$ cat src/rtl/count_bus_iface_pkg.sv
// count_pkg: shared encodings for the 8253-style counter channel bus interface.
package count_pkg;
    localparam int CW_W = 16;
    // LSB positions of the control-word fields: SC[7:6], RW[5:4], M[3:1]
    localparam int CW_SC = 6;
    localparam int CW_RW = 4;
    localparam int CW_M = 1;
    typedef enum logic [1:0] {RW_LATCH = 2'b00, RW_LSB = 2'b01, RW_MSB = 2'b10, RW_BOTH = 2'b11} rw_e;
    typedef enum logic [2:0] {MODE0 = 3'd0, MODE1 = 3'd1, MODE2 = 3'd2, MODE3 = 3'd3} mode_e;
    typedef enum logic {PTR_LSB = 1'b0, PTR_MSB = 1'b1} ptr_e;
    // Mode code to one-hot {p1,p2,os}; mode 0 is all zero
    function automatic logic [2:0] mode_onehot(input logic [2:0] m);
        return m == MODE1 ? 3'b100 : m == MODE2 ? 3'b010 : m == MODE3 ? 3'b001 : 3'b000;
    endfunction
endpackage

$ cat src/rtl/count_bus_iface_if.sv
// count_bus_iface_if: CPU bus + counter-side signals of one counter channel.
//   master: drives wr, rd, a, din, count_in; observes read data and mode/load flags
//   slave : the bus interface block itself
interface count_bus_iface_if;
    import count_pkg::*;
    logic            wr;
    logic            rd;
    logic            a;
    logic [7:0]      din;
    logic [CW_W-1:0] count_in;
    logic [7:0]      dout;
    logic            dout_vld;
    logic [CW_W-1:0] init_val;
    logic            plmodif;
    logic            plnif;
    logic            plnact;
    logic            p1;
    logic            p2;
    logic            os;
    modport master (
        output wr, rd, a, din, count_in,
        input  dout, dout_vld, init_val, plmodif, plnif, plnact, p1, p2, os
    );
    modport slave (
        input  wr, rd, a, din, count_in,
        output dout, dout_vld, init_val, plmodif, plnif, plnact, p1, p2, os
    );
endinterface

$ cat src/rtl/count_bus_iface_rdbk_latch.sv
// count_rdbk_latch: counter latch, read-byte pointer and registered read data.
//   clk, reset       : clock, async active-low reset
//   cw_set_i         : accepted non-latch control word (restart read sequence)
//   latch_cmd_i      : accepted latch command
//   plmodif_i, rw_i  : mode-programmed flag and read/load format
//   rd_i             : read strobe already qualified against a concurrent write
//   count_in_i       : live counter value
//   dout_o/dout_vld_o: read data, valid one cycle after rd_i
module count_rdbk_latch
    import count_pkg::*;
(
    input  logic            clk,
    input  logic            reset,
    input  logic            cw_set_i,
    input  logic            latch_cmd_i,
    input  logic            plmodif_i,
    input  rw_e             rw_i,
    input  logic            rd_i,
    input  logic [CW_W-1:0] count_in_i,
    output logic [7:0]      dout_o,
    output logic            dout_vld_o
);
    ptr_e            rptr_q, rptr_d;
    logic            r_msb, rd_ok, hi, last;
    logic            lf_q, lf_d, vld_q, vld_d;
    logic [CW_W-1:0] latch_q, latch_d, src;
    logic [7:0]      dout_q, dout_d;

    always_ff @(posedge clk or negedge reset)
        if (!reset) rptr_q <= PTR_LSB;
        else rptr_q <= rptr_d;

    always_comb
        rptr_d = cw_set_i ? PTR_LSB :
                 (rd_ok && rw_i == RW_BOTH) ? (rptr_q == PTR_LSB ? PTR_MSB : PTR_LSB) : rptr_q;

    always_comb r_msb = rptr_q == PTR_MSB;

    always_comb begin
        rd_ok = rd_i && plmodif_i;
        src = lf_q ? latch_q : count_in_i;
        hi = rw_i == RW_MSB || (rw_i == RW_BOTH && r_msb);
        // the latch is released once the last byte of the format has been read
        last = rw_i != RW_BOTH || r_msb;
        latch_d = (latch_cmd_i && plmodif_i && !lf_q) ? count_in_i : latch_q;
        lf_d = cw_set_i ? 1'b0 : (latch_cmd_i && plmodif_i) ? 1'b1 : (rd_ok && last) ? 1'b0 : lf_q;
        dout_d = !rd_i ? dout_q : !plmodif_i ? 8'h00 : hi ? src[15:8] : src[7:0];
        vld_d = rd_i;
    end

    always_ff @(posedge clk or negedge reset)
        if (!reset) begin
            latch_q <= '0;
            lf_q <= 1'b0;
            dout_q <= 8'h00;
            vld_q <= 1'b0;
        end else begin
            latch_q <= latch_d;
            lf_q <= lf_d;
            dout_q <= dout_d;
            vld_q <= vld_d;
        end

    assign dout_o = dout_q;
    assign dout_vld_o = vld_q;
endmodule

$ cat src/rtl/count_bus_iface.sv
// count_bus_iface: CPU-side control/count interface for one 8253-style counter channel.
//   clk   : system clock, rising edge
//   reset : async active-low reset
//   bus   : slave side of count_bus_iface_if (writes, reads, count_in in;
//           init_val, mode bits, plmodif/plnif/plnact and read data out)
module count_bus_iface
    import count_pkg::*;
#(
    parameter logic [1:0] CH_SEL = 2'b00
) (
    input logic             clk,
    input logic             reset,
    count_bus_iface_if.slave bus
);
    ptr_e            wptr_q, wptr_d;
    rw_e             rw_q, rw_d;
    logic [2:0]      mode_q, mode_d;
    logic            plmodif_q, plmodif_d, plnif_q, plnif_d, plnact_q, plnact_d;
    logic [CW_W-1:0] init_q, init_d;
    logic            cw_ok, cw_set, latch_cmd, cnt_wr, load_done, rd_en, w_msb;
    logic            unused_rsvd;

    assign unused_rsvd = bus.din[0];
    // mode codes 4..7 have din[3] set and void the whole word
    assign cw_ok = bus.wr && bus.a && bus.din[CW_SC+:2] == CH_SEL && !bus.din[CW_M+2];
    assign latch_cmd = cw_ok && bus.din[CW_RW+:2] == RW_LATCH;
    assign cw_set = cw_ok && bus.din[CW_RW+:2] != RW_LATCH;
    assign cnt_wr = bus.wr && !bus.a && plmodif_q;
    assign rd_en = bus.rd && !bus.wr;

    always_ff @(posedge clk or negedge reset)
        if (!reset) wptr_q <= PTR_LSB;
        else wptr_q <= wptr_d;

    always_comb
        wptr_d = cw_set ? PTR_LSB :
                 (cnt_wr && rw_q == RW_BOTH) ? (wptr_q == PTR_LSB ? PTR_MSB : PTR_LSB) : wptr_q;

    always_comb w_msb = wptr_q == PTR_MSB;

    always_comb begin
        // rw_q is never RW_LATCH once plmodif is set, so any other format completes in one byte
        load_done = cnt_wr && (rw_q != RW_BOTH || w_msb);
        rw_d = cw_set ? rw_e'(bus.din[CW_RW+:2]) : rw_q;
        mode_d = cw_set ? mode_onehot(bus.din[CW_M+:3]) : mode_q;
        plmodif_d = plmodif_q || cw_set;
        plnif_d = cw_set ? 1'b0 : (plnif_q || load_done);
        plnact_d = load_done && plnif_q;
        init_d = !cnt_wr ? init_q :
                 rw_q == RW_LSB ? {8'h00, bus.din} :
                 rw_q == RW_MSB ? {bus.din, 8'h00} :
                 w_msb ? {bus.din, init_q[7:0]} : {init_q[15:8], bus.din};
    end

    always_ff @(posedge clk or negedge reset)
        if (!reset) begin
            rw_q <= RW_LATCH;
            mode_q <= 3'b000;
            plmodif_q <= 1'b0;
            plnif_q <= 1'b0;
            plnact_q <= 1'b0;
            init_q <= '0;
        end else begin
            rw_q <= rw_d;
            mode_q <= mode_d;
            plmodif_q <= plmodif_d;
            plnif_q <= plnif_d;
            plnact_q <= plnact_d;
            init_q <= init_d;
        end

    count_rdbk_latch u_rdbk (
        .clk(clk),
        .reset(reset),
        .cw_set_i(cw_set),
        .latch_cmd_i(latch_cmd),
        .plmodif_i(plmodif_q),
        .rw_i(rw_q),
        .rd_i(rd_en),
        .count_in_i(bus.count_in),
        .dout_o(bus.dout),
        .dout_vld_o(bus.dout_vld)
    );

    assign {bus.p1, bus.p2, bus.os} = mode_q;
    assign bus.plmodif = plmodif_q;
    assign bus.plnif = plnif_q;
    assign bus.plnact = plnact_q;
    assign bus.init_val = init_q;
endmodule

$ cat src/flat_wrapper.sv
// flat-port wrapper written by rule: the top's interface ports become plain ports
module count_bus_iface_flat import count_pkg::*;
#(
    parameter logic [1:0] CH_SEL = 2'b00
)
  (clk, reset, bus_wr, bus_rd, bus_a, bus_din, bus_count_in, bus_dout, bus_dout_vld, bus_init_val, bus_plmodif, bus_plnif, bus_plnact, bus_p1, bus_p2, bus_os);
  count_bus_iface_if bus_i ();
  input logic clk;
  input logic reset;
  input wire logic [$bits(bus_i.wr)-1:0] bus_wr;
  input wire logic [$bits(bus_i.rd)-1:0] bus_rd;
  input wire logic [$bits(bus_i.a)-1:0] bus_a;
  input wire logic [$bits(bus_i.din)-1:0] bus_din;
  input wire logic [$bits(bus_i.count_in)-1:0] bus_count_in;
  output wire logic [$bits(bus_i.dout)-1:0] bus_dout;
  output wire logic [$bits(bus_i.dout_vld)-1:0] bus_dout_vld;
  output wire logic [$bits(bus_i.init_val)-1:0] bus_init_val;
  output wire logic [$bits(bus_i.plmodif)-1:0] bus_plmodif;
  output wire logic [$bits(bus_i.plnif)-1:0] bus_plnif;
  output wire logic [$bits(bus_i.plnact)-1:0] bus_plnact;
  output wire logic [$bits(bus_i.p1)-1:0] bus_p1;
  output wire logic [$bits(bus_i.p2)-1:0] bus_p2;
  output wire logic [$bits(bus_i.os)-1:0] bus_os;
  assign bus_i.wr = bus_wr;
  assign bus_i.rd = bus_rd;
  assign bus_i.a = bus_a;
  assign bus_i.din = bus_din;
  assign bus_i.count_in = bus_count_in;
  assign bus_dout = bus_i.dout;
  assign bus_dout_vld = bus_i.dout_vld;
  assign bus_init_val = bus_i.init_val;
  assign bus_plmodif = bus_i.plmodif;
  assign bus_plnif = bus_i.plnif;
  assign bus_plnact = bus_i.plnact;
  assign bus_p1 = bus_i.p1;
  assign bus_p2 = bus_i.p2;
  assign bus_os = bus_i.os;
  count_bus_iface #(.CH_SEL(CH_SEL)) u_core (.clk(clk), .reset(reset), .bus(bus_i));
endmodule
$ cat config.mk
export PLATFORM = sky130hd
export DESIGN_NAME = count_bus_iface_flat
export DESIGN_NICKNAME = d
export VERILOG_FILES = /design/src/rtl/count_bus_iface_pkg.sv /design/src/rtl/count_bus_iface_if.sv /design/src/rtl/count_bus_iface_rdbk_latch.sv /design/src/rtl/count_bus_iface.sv /design/src/flat_wrapper.sv
export SDC_FILE = /design/constraint.sdc
export NUM_CORES = 1
export LEC_CHECK = 0
export CORE_AREA = 4 4 92 94
export DETAILED_ROUTE_END_ITERATION = 6
export DIE_AREA = 0 0 96 98
export GPL_TIMING_DRIVEN = 0
export PLACE_DENSITY = 0.57
export SETUP_SLACK_MARGIN = 0.3
export SYNTH_ARGS = -nofsm -noshare
export SYNTH_HDL_FRONTEND = slang
export SYNTH_SLANG_ARGS = --single-unit
$ cat constraint.sdc
create_clock -name clk -period 1.6 [get_ports clk]
set_clock_uncertainty 0.2 [all_clocks]
set_input_delay 0.32 -clock clk [delete_from_list [all_inputs] [get_ports clk]]
set_output_delay 0.32 -clock clk [all_outputs]
set_load 0.05 [all_outputs]
==> flow_metrics.py <==
metrics = {
    "pwr": {
        "power.leakage_nw": 1.78,
        "ir_worst_vdd_v": 0.000647,
        "powerDensity_nw_per_um2": 1380,
    },
    "logic_synthesis": {
        "netlist_area_um2": 2450,
        "synth_ff_type": "dfrtp_1",
        "synth.avg_cell_area_um2": 13.5,
        "yosysSeqAreaShare": 0.531,
        "yosysWarnings": 0,
        "synth_edf_count": 0,
        "synthArstFlopShare": 1.00,
        "yosys_register_bits": 52,
        "syn_nets": 213,
        "ys_types": 35,
        "netlist_instances": 181,
    },
    "global_routing": {
        "grt_pass1_wl_um": 9450,
        "grt_pass1_vias": 1821,
        "antenna_found_initial": 0,
        "track_usage": 0.131,
        "grt_max_degree": 31,
        "grt-ovfl-total": 0,
    },
    "final_layout": {
        "multiInputGateArea_um2": 1140,
        "drive_above_1_share": 0.460,
        "layout_commonest_cell": "dfrtp_1",
        "layout_common_cells": "dfrtp_1, buf_6, inv_1",
        "fillers": 673,
        "nNetsFinal": 303,
        "syn2layout_area_growth_pct": 51.3,
        "antenna_cells": 0,
        "seq_area_um2": 1310,
        "stdcell_count": 374,
    },
    "sta": {
        "fmax_mhz": 572,
        "rsz0062_at_grt": "yes",
        "worst_slew_pin_slew_ps": 610,
        "hold_viol_final": 22,
        "hold_ws_ps": -210,
        "period_minus_slack_ps": 1750,
        "setup_ws_ps": -148,
        "finalCritPeriodShare": 1.09,
        "slew_headroom": 0.592,
        "setup_viol": 31,
        "report.final.slew_viol_count": 0,
    },
    "worst_setup_path": {
        "reg2reg_slack_ps": -150,
        "critPathTopFamily": "flip-flops",
        "crit_chain": "ha_4, a21oi_4, buf_12, mux4_2, a22o_1",
        "crit_required_ps": 1600,
        "end_kind": "flip-flop",
        "worst-path-max-fanout": 8,
        "cp-start-kind": "flip-flop",
        "r2r_end": "u_core.u_rdbk.dout_o[3]",
        "criticalPathCategory": "reg2reg",
        "r2r_start": "u_core.rw_q[1]",
        "arrival_ps": 1740,
        "cp_slowest_cell": "dfrtp_2",
        "critPathBufInv": 1,
        "crit_path_max_incr_delay_ps": 460,
        "reg2regPathDepth": 5,
    },
    "drt": {
        "wl_um": 5730,
        "dr.first_iter.drc_count": 23,
        "detail_route.wl_per_cell_um": 15.3,
        "antenna_left": 0,
        "avgViaCountPerCell": 4.57,
        "drtPass1Iterations": 3,
        "vias": 1708,
        "drc": 0,
    },
    "cts": {
        "clkSinkCount": 52,
        "root_buffer": "clkbuf_8",
        "cts_made_buffers": 5,
        "clk_pin_slew_ps": 100,
        "cts_tree": "built",
        "htree_num_levels": 2,
        "clk_latency_ps": 300,
        "cts_buffer_depth": 2,
    },
    "placed_design": {
        "port_buffers": 58,
        "placedCellCount": 342,
        "dp_hpwl_um": 3880,
        "place_congestion": 0.708,
    },
    "die": {
        "dieWidth_um": 96,
        "start_util": 0.320,
        "fp.dieArea_um2": 9410,
        "core_area_um2": 7650,
        "rows": 32,
        "dieHeight_um": 98,
        "io_pins": 60,
    },
    "run_status": {
        "outcome": "finished with violations",
        "violations": "hold timing, setup timing",
    },
    "hold_path": {
        "hold_class": "in2async",
    },
    "run": {
        "cap_viol_max_count": 0,
    },
}
cell families (layout without fill, tap and decap cells):
group | after synthesis | in the layout | synth area share
AO/OA/AOI/OAI | 20 | 20 | 0.0720
XOR/XNOR | 2 | 2 | 0.00715
buffers and inverters | 27 | 118 | 0.0460
flip-flops | 52 | 52 | 0.531
multiplexers | 43 | 43 | 0.242
adder cells (fa/ha/maj) | 3 | 3 | 0.0153
AND/OR/NAND/NOR | 34 | 34 | 0.0868
flip-flops by register name (all words and copies together) (netlist names):
register / flops
u_core.rw_q: 2
u_core.w_msb: 1
u_core.u_rdbk.dout_vld_o: 1
u_core.u_rdbk.lf_q: 1
u_core.bus.plmodif: 1
u_core.u_rdbk.dout_o: 8
u_core.bus.plnact: 1
u_core.bus.init_val: 16
u_core.u_rdbk.latch_q: 16
u_core.u_rdbk.r_msb: 1
u_core.mode_q: 3
u_core.bus.plnif: 1
report_power, final:
part           switching [mW]  internal, mW
Combinational            1.33          1.11
Clock                   0.449         0.351
Sequential              0.250          1.62
Total                    2.03          3.08
per-stage QoR:
stage	utilization	setup TNS [ps]	area [µm²]	setup WS (ps)	total power, mW
after floorplan	-	-2440	2500	-174	3.23
after global placement	0.420	-114710	3210	-1870	3.93
after detailed placement	0.422	-28250	3230	-870	3.95
after CTS	0.471	-3290	3600	-144	5.07
after global routing	0.485	-4180	3710	-221	5.40
final	0.485	-1990	3710	-148	5.11
how the worst max path moves through the flow:
| stage | from | to | slack (ps) | cells after the start |
|---|---|---|---|---|
| after detailed placement | bus_din[3] | u_core.u_rdbk.latch_q[1] | -870 | 5 |
| final | u_core.rw_q[1] | u_core.u_rdbk.dout_o[3] | -150 | 5 |
| after global routing | u_core.rw_q[0] | u_core.u_rdbk.dout_o[3] | -220 | 6 |
| after CTS | u_core.rw_q[1] | u_core.u_rdbk.dout_o[3] | -140 | 5 |
| after floorplan | u_core.bus.plmodif | u_core.u_rdbk.latch_q[0] | -170 | 4 |
| after global placement | reset | u_core.bus.plmodif | -1870 | 1 |
synthesized netlist by cell type, types with 2 or more instances:
cell	number	area share
and2_1	3	0.0077
ha_1	3	0.015
clkbuf_1	2	0.0031
a21bo_2	2	0.0082
inv_1	21	0.032
buf_2	3	0.0061
xnor2_1	2	0.0072
nand3_1	2	0.0041
a21oi_2	2	0.0072
nand4b_1	2	0.0072
a22o_1	8	0.029
dfrtp_1	52	0.53
nand2_1	17	0.026
mux4_2	8	0.074
nor2b_1	2	0.0051
mux2_4	10	0.061
mux2_2	9	0.041
mux2i_1	16	0.065
timing repair:
action                                  4_1_cts  5_1_grt
endpoints found under the setup margin       82       81
endpoints found under the hold margin        22       22
pin swaps                                     9        6
buffers inserted                             17        7
gates resized for setup                     267       15
worst reg2reg max path: cells and delay by family (launching register included):
family	cells	cell delay, ps
flops	1	460
compound gates	2	350
mux	1	300
fa+ha+maj	1	190
buf+inv	1	140
area by class of cell:
cell class	instances	area share
sequential	52	0.352
multi-input combinational	102	0.308
timing repair buffer	83	0.237
tap	102	0.0344
clock buffer	6	0.0223
buffer	6	0.0216
inverter	21	0.0213
clock inverter	2	0.00405
metal layers:
layer  up-vias  global-route usage  wire [µm]
li1        815                   -          -
met5         -                   0          0
met1       861               0.163       2420
met4         0              0.0394         84
met2        26               0.222       3010
met3         6              0.0300        205
Note: power is estimated with default switching activity, not from simulation.
